==> src/rtl/music_pkg.sv <==
// rtl/music_pkg.sv - shared constants and state encoding for the music sequencer and display decoders
package music_pkg;
   localparam int NOTE_W = 6;
   localparam int ROW_W  = 24;
   localparam int CNT_W  = 25;

   localparam logic [NOTE_W-1:0] REST = '0;

   localparam logic [2:0] ST_IDLE   = 3'd0;
   localparam logic [2:0] ST_FETCH  = 3'd1;
   localparam logic [2:0] ST_LOAD   = 3'd2;
   localparam logic [2:0] ST_PLAY   = 3'd3;
   localparam logic [2:0] ST_PAUSED = 3'd4;

   typedef enum logic [2:0] {
      S_IDLE   = ST_IDLE,
      S_FETCH  = ST_FETCH,
      S_LOAD   = ST_LOAD,
      S_PLAY   = ST_PLAY,
      S_PAUSED = ST_PAUSED
   } state_t;
endpackage

==> src/rtl/step_timer.sv <==
// rtl/step_timer.sv - 25-bit step counter with period latch and terminal-count flag
module step_timer
   import music_pkg::*;
#(
   parameter int TICKS_PER_STEP = 25_000_000
) (
   input  logic       clk,
   input  logic       rst,
   input  logic       load,
   input  logic       en,
   input  logic [1:0] tempo_sel,
   output logic       done
);
   localparam logic [CNT_W-1:0] BASE = CNT_W'(TICKS_PER_STEP);

   logic [CNT_W-1:0] count;
   logic [CNT_W-1:0] period;

   // period is captured only on load so a tempo change never alters the running step
   always_ff @(posedge clk or posedge rst) begin
      if (rst) begin
         count  <= '0;
         period <= BASE;
      end else if (load) begin
         count  <= '0;
         period <= BASE >> tempo_sel;
      end else if (en) begin
         count <= count + CNT_W'(1);
      end
   end

   // fires three counts early to cover the FETCH and LOAD cycles of the next row
   assign done = (count == period - CNT_W'(3));
endmodule

==> src/rtl/music_sequencer.sv <==
// rtl/music_sequencer.sv - song ROM step sequencer driving the four note buses
module music_sequencer
   import music_pkg::*;
#(
   parameter int TICKS_PER_STEP = 25_000_000,
   parameter int SONG_LEN       = 64
) (
   input  logic              EGO1_Clock,
   input  logic              reset,
   input  logic              play,
   input  logic              pause,
   input  logic              stop,
   input  logic              loop_en,
   input  logic [1:0]        tempo_sel,
   output logic [5:0]        rom_addr,
   input  logic [ROW_W-1:0]  rom_data,
   output logic [NOTE_W-1:0] track0,
   output logic [NOTE_W-1:0] track1,
   output logic [NOTE_W-1:0] track2,
   output logic [NOTE_W-1:0] track3,
   output logic [5:0]        step,
   output logic              playing,
   output logic              song_done
);
   localparam logic [5:0] LAST = 6'(SONG_LEN - 1);

   state_t state, state_next;
   logic   tc, timer_en, song_end;

   step_timer #(.TICKS_PER_STEP(TICKS_PER_STEP)) u_timer (
      .clk       (EGO1_Clock),
      .rst       (reset),
      .load      (state == S_LOAD),
      .en        (timer_en),
      .tempo_sel (tempo_sel),
      .done      (tc)
   );

   always_ff @(posedge EGO1_Clock or posedge reset) begin
      if (reset) state <= S_IDLE;
      else       state <= state_next;
   end

   always_comb begin
      state_next = state;
      timer_en   = 1'b0;
      song_end   = 1'b0;
      case (state)
         S_IDLE:  if (play) state_next = S_FETCH;
         S_FETCH: state_next = stop ? S_IDLE : S_LOAD;
         S_LOAD:  state_next = stop ? S_IDLE : S_PLAY;
         S_PLAY: begin
            // holding at terminal count lets a pause taken on that cycle resume into the step end
            timer_en = !tc;
            if (stop) begin
               state_next = S_IDLE;
            end else if (pause) begin
               state_next = S_PAUSED;
            end else if (tc) begin
               if (step == LAST && !loop_en) begin
                  state_next = S_IDLE;
                  song_end   = 1'b1;
               end else begin
                  state_next = S_FETCH;
               end
            end
         end
         S_PAUSED: begin
            if (stop)      state_next = S_IDLE;
            else if (play) state_next = S_PLAY;
         end
         default: state_next = S_IDLE;
      endcase
   end

   always_ff @(posedge EGO1_Clock or posedge reset) begin
      if (reset) begin
         rom_addr  <= '0;
         step      <= '0;
         track0    <= REST;
         track1    <= REST;
         track2    <= REST;
         track3    <= REST;
         song_done <= 1'b0;
      end else begin
         song_done <= song_end;
         if (state != S_IDLE && state_next == S_IDLE) begin
            rom_addr <= '0;
            step     <= '0;
            track0   <= REST;
            track1   <= REST;
            track2   <= REST;
            track3   <= REST;
         end else if (state == S_LOAD) begin
            track0 <= rom_data[NOTE_W-1:0];
            track1 <= rom_data[2*NOTE_W-1:NOTE_W];
            track2 <= rom_data[3*NOTE_W-1:2*NOTE_W];
            track3 <= rom_data[4*NOTE_W-1:3*NOTE_W];
            step   <= rom_addr;
         end else if (state == S_PLAY && state_next == S_FETCH) begin
            rom_addr <= (step == LAST) ? 6'd0 : step + 6'd1;
         end
      end
   end

   assign playing = (state == S_FETCH) || (state == S_LOAD) || (state == S_PLAY);
endmodule
==> config.mk <==
export PLATFORM = sky130hd
export DESIGN_NAME = music_sequencer
export DESIGN_NICKNAME = d
export VERILOG_FILES = /design/src/rtl/music_pkg.sv /design/src/rtl/step_timer.sv /design/src/rtl/music_sequencer.sv
export SDC_FILE = /design/constraint.sdc
export NUM_CORES = 1
export LEC_CHECK = 0
export CORE_MARGIN = 10
export CORE_UTILIZATION = 45
export DETAILED_ROUTE_END_ITERATION = 10
export PLACE_DENSITY = 0.78
export SETUP_SLACK_MARGIN = 0.2
export SLEW_MARGIN = 40
export SYNTH_ARGS = -nofsm -noshare
export SYNTH_HDL_FRONTEND = slang
export SYNTH_SLANG_ARGS = --single-unit
==> constraint.sdc <==
create_clock -name EGO1_Clock -period 3.5 [get_ports EGO1_Clock]
set_input_delay 0.35 -clock EGO1_Clock [delete_from_list [all_inputs] [get_ports EGO1_Clock]]
set_output_delay 0.35 -clock EGO1_Clock [all_outputs]
set_load 0.03 [all_outputs]
==> flow_summary.json, run 1 <==
{
  "design_area_um2": 5090,
  "core_um2": 8760,
  "synth_top_area_share_pct": 43.7,
  "synthesis.area_um2": 4060,
  "setup_viol_count_final": 0,
  "ir_drop_mv": 0.387,
  "synth_area_leader_cell": "dfrtp_1",
  "synth.avg_cell_area_um2": 9.76,
  "cts_tree": "built",
  "synth_fa_ha_area_share_pct": 1.23,
  "num-nets-final": 517,
  "worstSetupPathType": "reg2reg",
  "hp-class": "in2async",
  "status": "complete, no violations",
  "cts.clk_slew.worst_paths_ns": 0.09,
  "dieWidth_um": 115,
  "cts-root-buf": "clkbuf_8",
  "drv_slew": 0,
  "maxCapViolations": 0,
  "gr-total-overflow": 0,
  "dieArea_um2": 13200,
  "ys_seq_area_share_pct": 47.0,
  "synth_compound_area_share_pct": 15.3,
  "wl_per_cell_um": 17.5,
  "sw_frac_of_total_pct": 41.6,
  "dpl_cell_area_um2": 4880,
  "antennaDiodeCount": 0,
  "clockBufferDepth": 2,
  "cp_max_fo": 9,
  "worstPathArrival_ns": 3.42,
  "yosys.area_share.simple_pct": 18.5,
  "die_h_um": 115,
  "place_congestion": 0.916,
  "synth-xor-area-share_pct": 4.74,
  "rsz0062_at_grt": "no",
  "switchingPower_uw": 1480,
  "ys_seq_elements": 76,
  "clock_skew_ns": 0.00970,
  "synth_top_family_by_area": "simple AND/OR/NAND/NOR gates",
  "synthFlopType": "dfrtp_1",
  "whs_ns": 0.378,
  "hold_viol_final": 0,
  "io_pins": 70,
  "clock_power_share_pct": 20.0,
  "dr_total_vias": 3453,
  "yosysMostFrequentCell": "dfrtp_1",
  "rows": 34,
  "seqPwrFrac_pct": 36.5,
  "cts_buffers": 9,
  "clkLatencyLatePin_ns": 0.36,
  "tightest_slew_ns": 0.776,
  "cts_resized": 0,
  "grt_pass1_vias": 3528,
  "drcViolationCount": 0,
  "htree_levels": 3,
  "drt_iter0_drc": 124,
  "slew_headroom_pct": 47.8,
  "synth_edf_count": 0,
  "ant_nets": 0,
  "hold_buffers": 0,
  "min_period_over_period_pct": 89.5,
  "synth.mux.area_fraction_pct": 9.64,
  "drive_gt1_share_pct": 8.64,
  "ys_top_cells_by_count": "71 x dfrtp_1, 44 x a21oi_1, 38 x mux2i_1",
  "io_buffers": 69,
  "start_util_pct": 46.3,
  "grt_pass1_wl_um": 17200,
  "tns_ns": 0,
  "power.share.combinational_pct": 43.4,
  "fmax_mhz": 319,
  "dp_hpwl_um": 7540,
  "grt_antenna_before_repair": 0,
  "post_cts_buffers": 0,
  "fin_crit_ns": 3.13,
  "intPower_uw": 2080,
  "clock-sinks": 76,
  "p_leak_uw": 0.00223,
  "synth.area.top_cells": "dfrtp_1 44%, mux2i_1 9.4%, a21oi_1 5.4%",
  "power_uw": 3560,
  "synth_nets": 452,
  "crit_path_start_kind": "flop",
  "cp.required_ns": 3.79,
  "first_pass_iters": 5,
  "grt_start_max_net_pins": 42,
  "yosys.cell_types.count": 55,
  "end_kind": "flop",
  "syn-instance-count": 416,
  "synth-async-reset-ratio_pct": 100,
  "areaGrowthSynthToFinish_pct": 25.3,
  "power_density_nw_per_um2": 699,
  "totalWireLength_um": 10400,
  "yosysWarnings": 0,
  "grtUsageTotal_pct": 15.9,
  "via_per_inst": 5.81
}
-- worst paths after layout --
path,start,endpoint,slack [ns],cells after the start
max,u_timer.period[8]$_DFFE_PP0P_,rom_addr[0]$_DFFE_PP0P_,0.37,8
min,reset,track0[5]$_DFFE_PP0P_,0.38,2
max reg2reg,u_timer.period[8]$_DFFE_PP0P_,rom_addr[0]$_DFFE_PP0P_,0.37,8
min reg2reg,u_timer.period[22]$_DFFE_PP1P_,u_timer.period[22]$_DFFE_PP1P_,0.52,2
max in group asynchronous,reset,u_timer.period[22]$_DFFE_PP1P_,2.43,3
min in group EGO1_Clock,u_timer.period[22]$_DFFE_PP1P_,u_timer.period[22]$_DFFE_PP1P_,0.52,2
-- per-stage QoR --
stage | setup slack, ns | utilization, % | cells
2_1_floorplan | 0.425 | - | 416
3_3_place_gp | 0.398 | 55.7 | 578
3_5_place_dp | 0.303 | 55.7 | 578
4_1_cts | 0.309 | 58.1 | 594
5_1_grt | 0.233 | 58.1 | 594
6_report | 0.369 | 58.1 | 594
-- cells in the final DEF, fill, tap and decap left out, types with 3 or more instances in the layout --
cell	instances
o21a_1	3
mux2i_1	38
nand4_1	10
clkbuf_8	9
and2_1	5
a211oi_1	4
nor2_1	31
nand2b_1	6
xor2_1	7
nor2b_1	3
or3_1	5
inv_1	9
nor4_1	5
inv_6	3
nand3_1	17
xnor2_1	15
and3_1	8
buf_4	7
nand2_1	31
and4_1	3
dfrtp_1	71
o21ai_0	16
ha_1	4
a21oi_1	44
o31ai_1	5
nor3_1	13
clkdlybuf4s50_1	69
dfstp_2	5
a21o_1	3
-- power groups by stage --
stage	sequential, uW	combinational, uW	clock, uW
after global placement	1300	1510	0
after floorplan	1430	877	0
after CTS	1300	1550	722
after detailed placement	1310	1550	0
final	1300	1540	712
after global routing	1330	1680	754
-- sequential cells by signal (all words and copies together), names as in the netlist --
register,count
rom_addr,6
song_done,1
state,3
step,6
track0,6
track1,6
track2,6
track3,6
u_timer.count,25
u_timer.period,11
-- logic make-up after synthesis --
family / count (synthesis)
buffers and inverters: 34
and+or+nand+nor: 147
xor gates and xnor gates: 22
adders and majority gates: 4
AOI/OAI and AO/OA: 94
DFF: 76
muxes: 39
-- per-layer routing --
layer	vias to the layer above	GRT usage (%)	wire, um
met5	-	0	0
met4	0	5.28	167
met3	20	6.04	840
met2	117	26.6	5130
met1	1697	18.2	4270
li1	1619	-	-
-- critical path, stage by stage, from the launching register on --
cell       delay [ns]
dfrtp_1          0.48
inv_1            0.14
ha_1             0.20
or3b_4           0.40
or4_4            0.44
a2111oi_4        0.42
o2111ai_4        0.25
or4_1            0.58
a22oi_2          0.15
-- cell type report --
| class | count | area (um^2) |
|---|---|---|
| Multi-Input combinational cell | 306 | 2020 |
| Tap cell | 108 | 135 |
| Inverter | 10 | 40.0 |
| Sequential cell | 76 | 1910 |
| Fill cell | 749 | 3670 |
| Clock inverter | 7 | 82.6 |
| Timing Repair Buffer | 78 | 783 |
| Clock buffer | 9 | 124 |
Power figures use the tool's default switching activity.
==> run 2, diff against run 1 <==
- CTS_CLUSTER_DIAMETER: default -> 50
==> results of run 2 <==
Same layout as run 1: the final DEF is identical, and so are final timing and power.
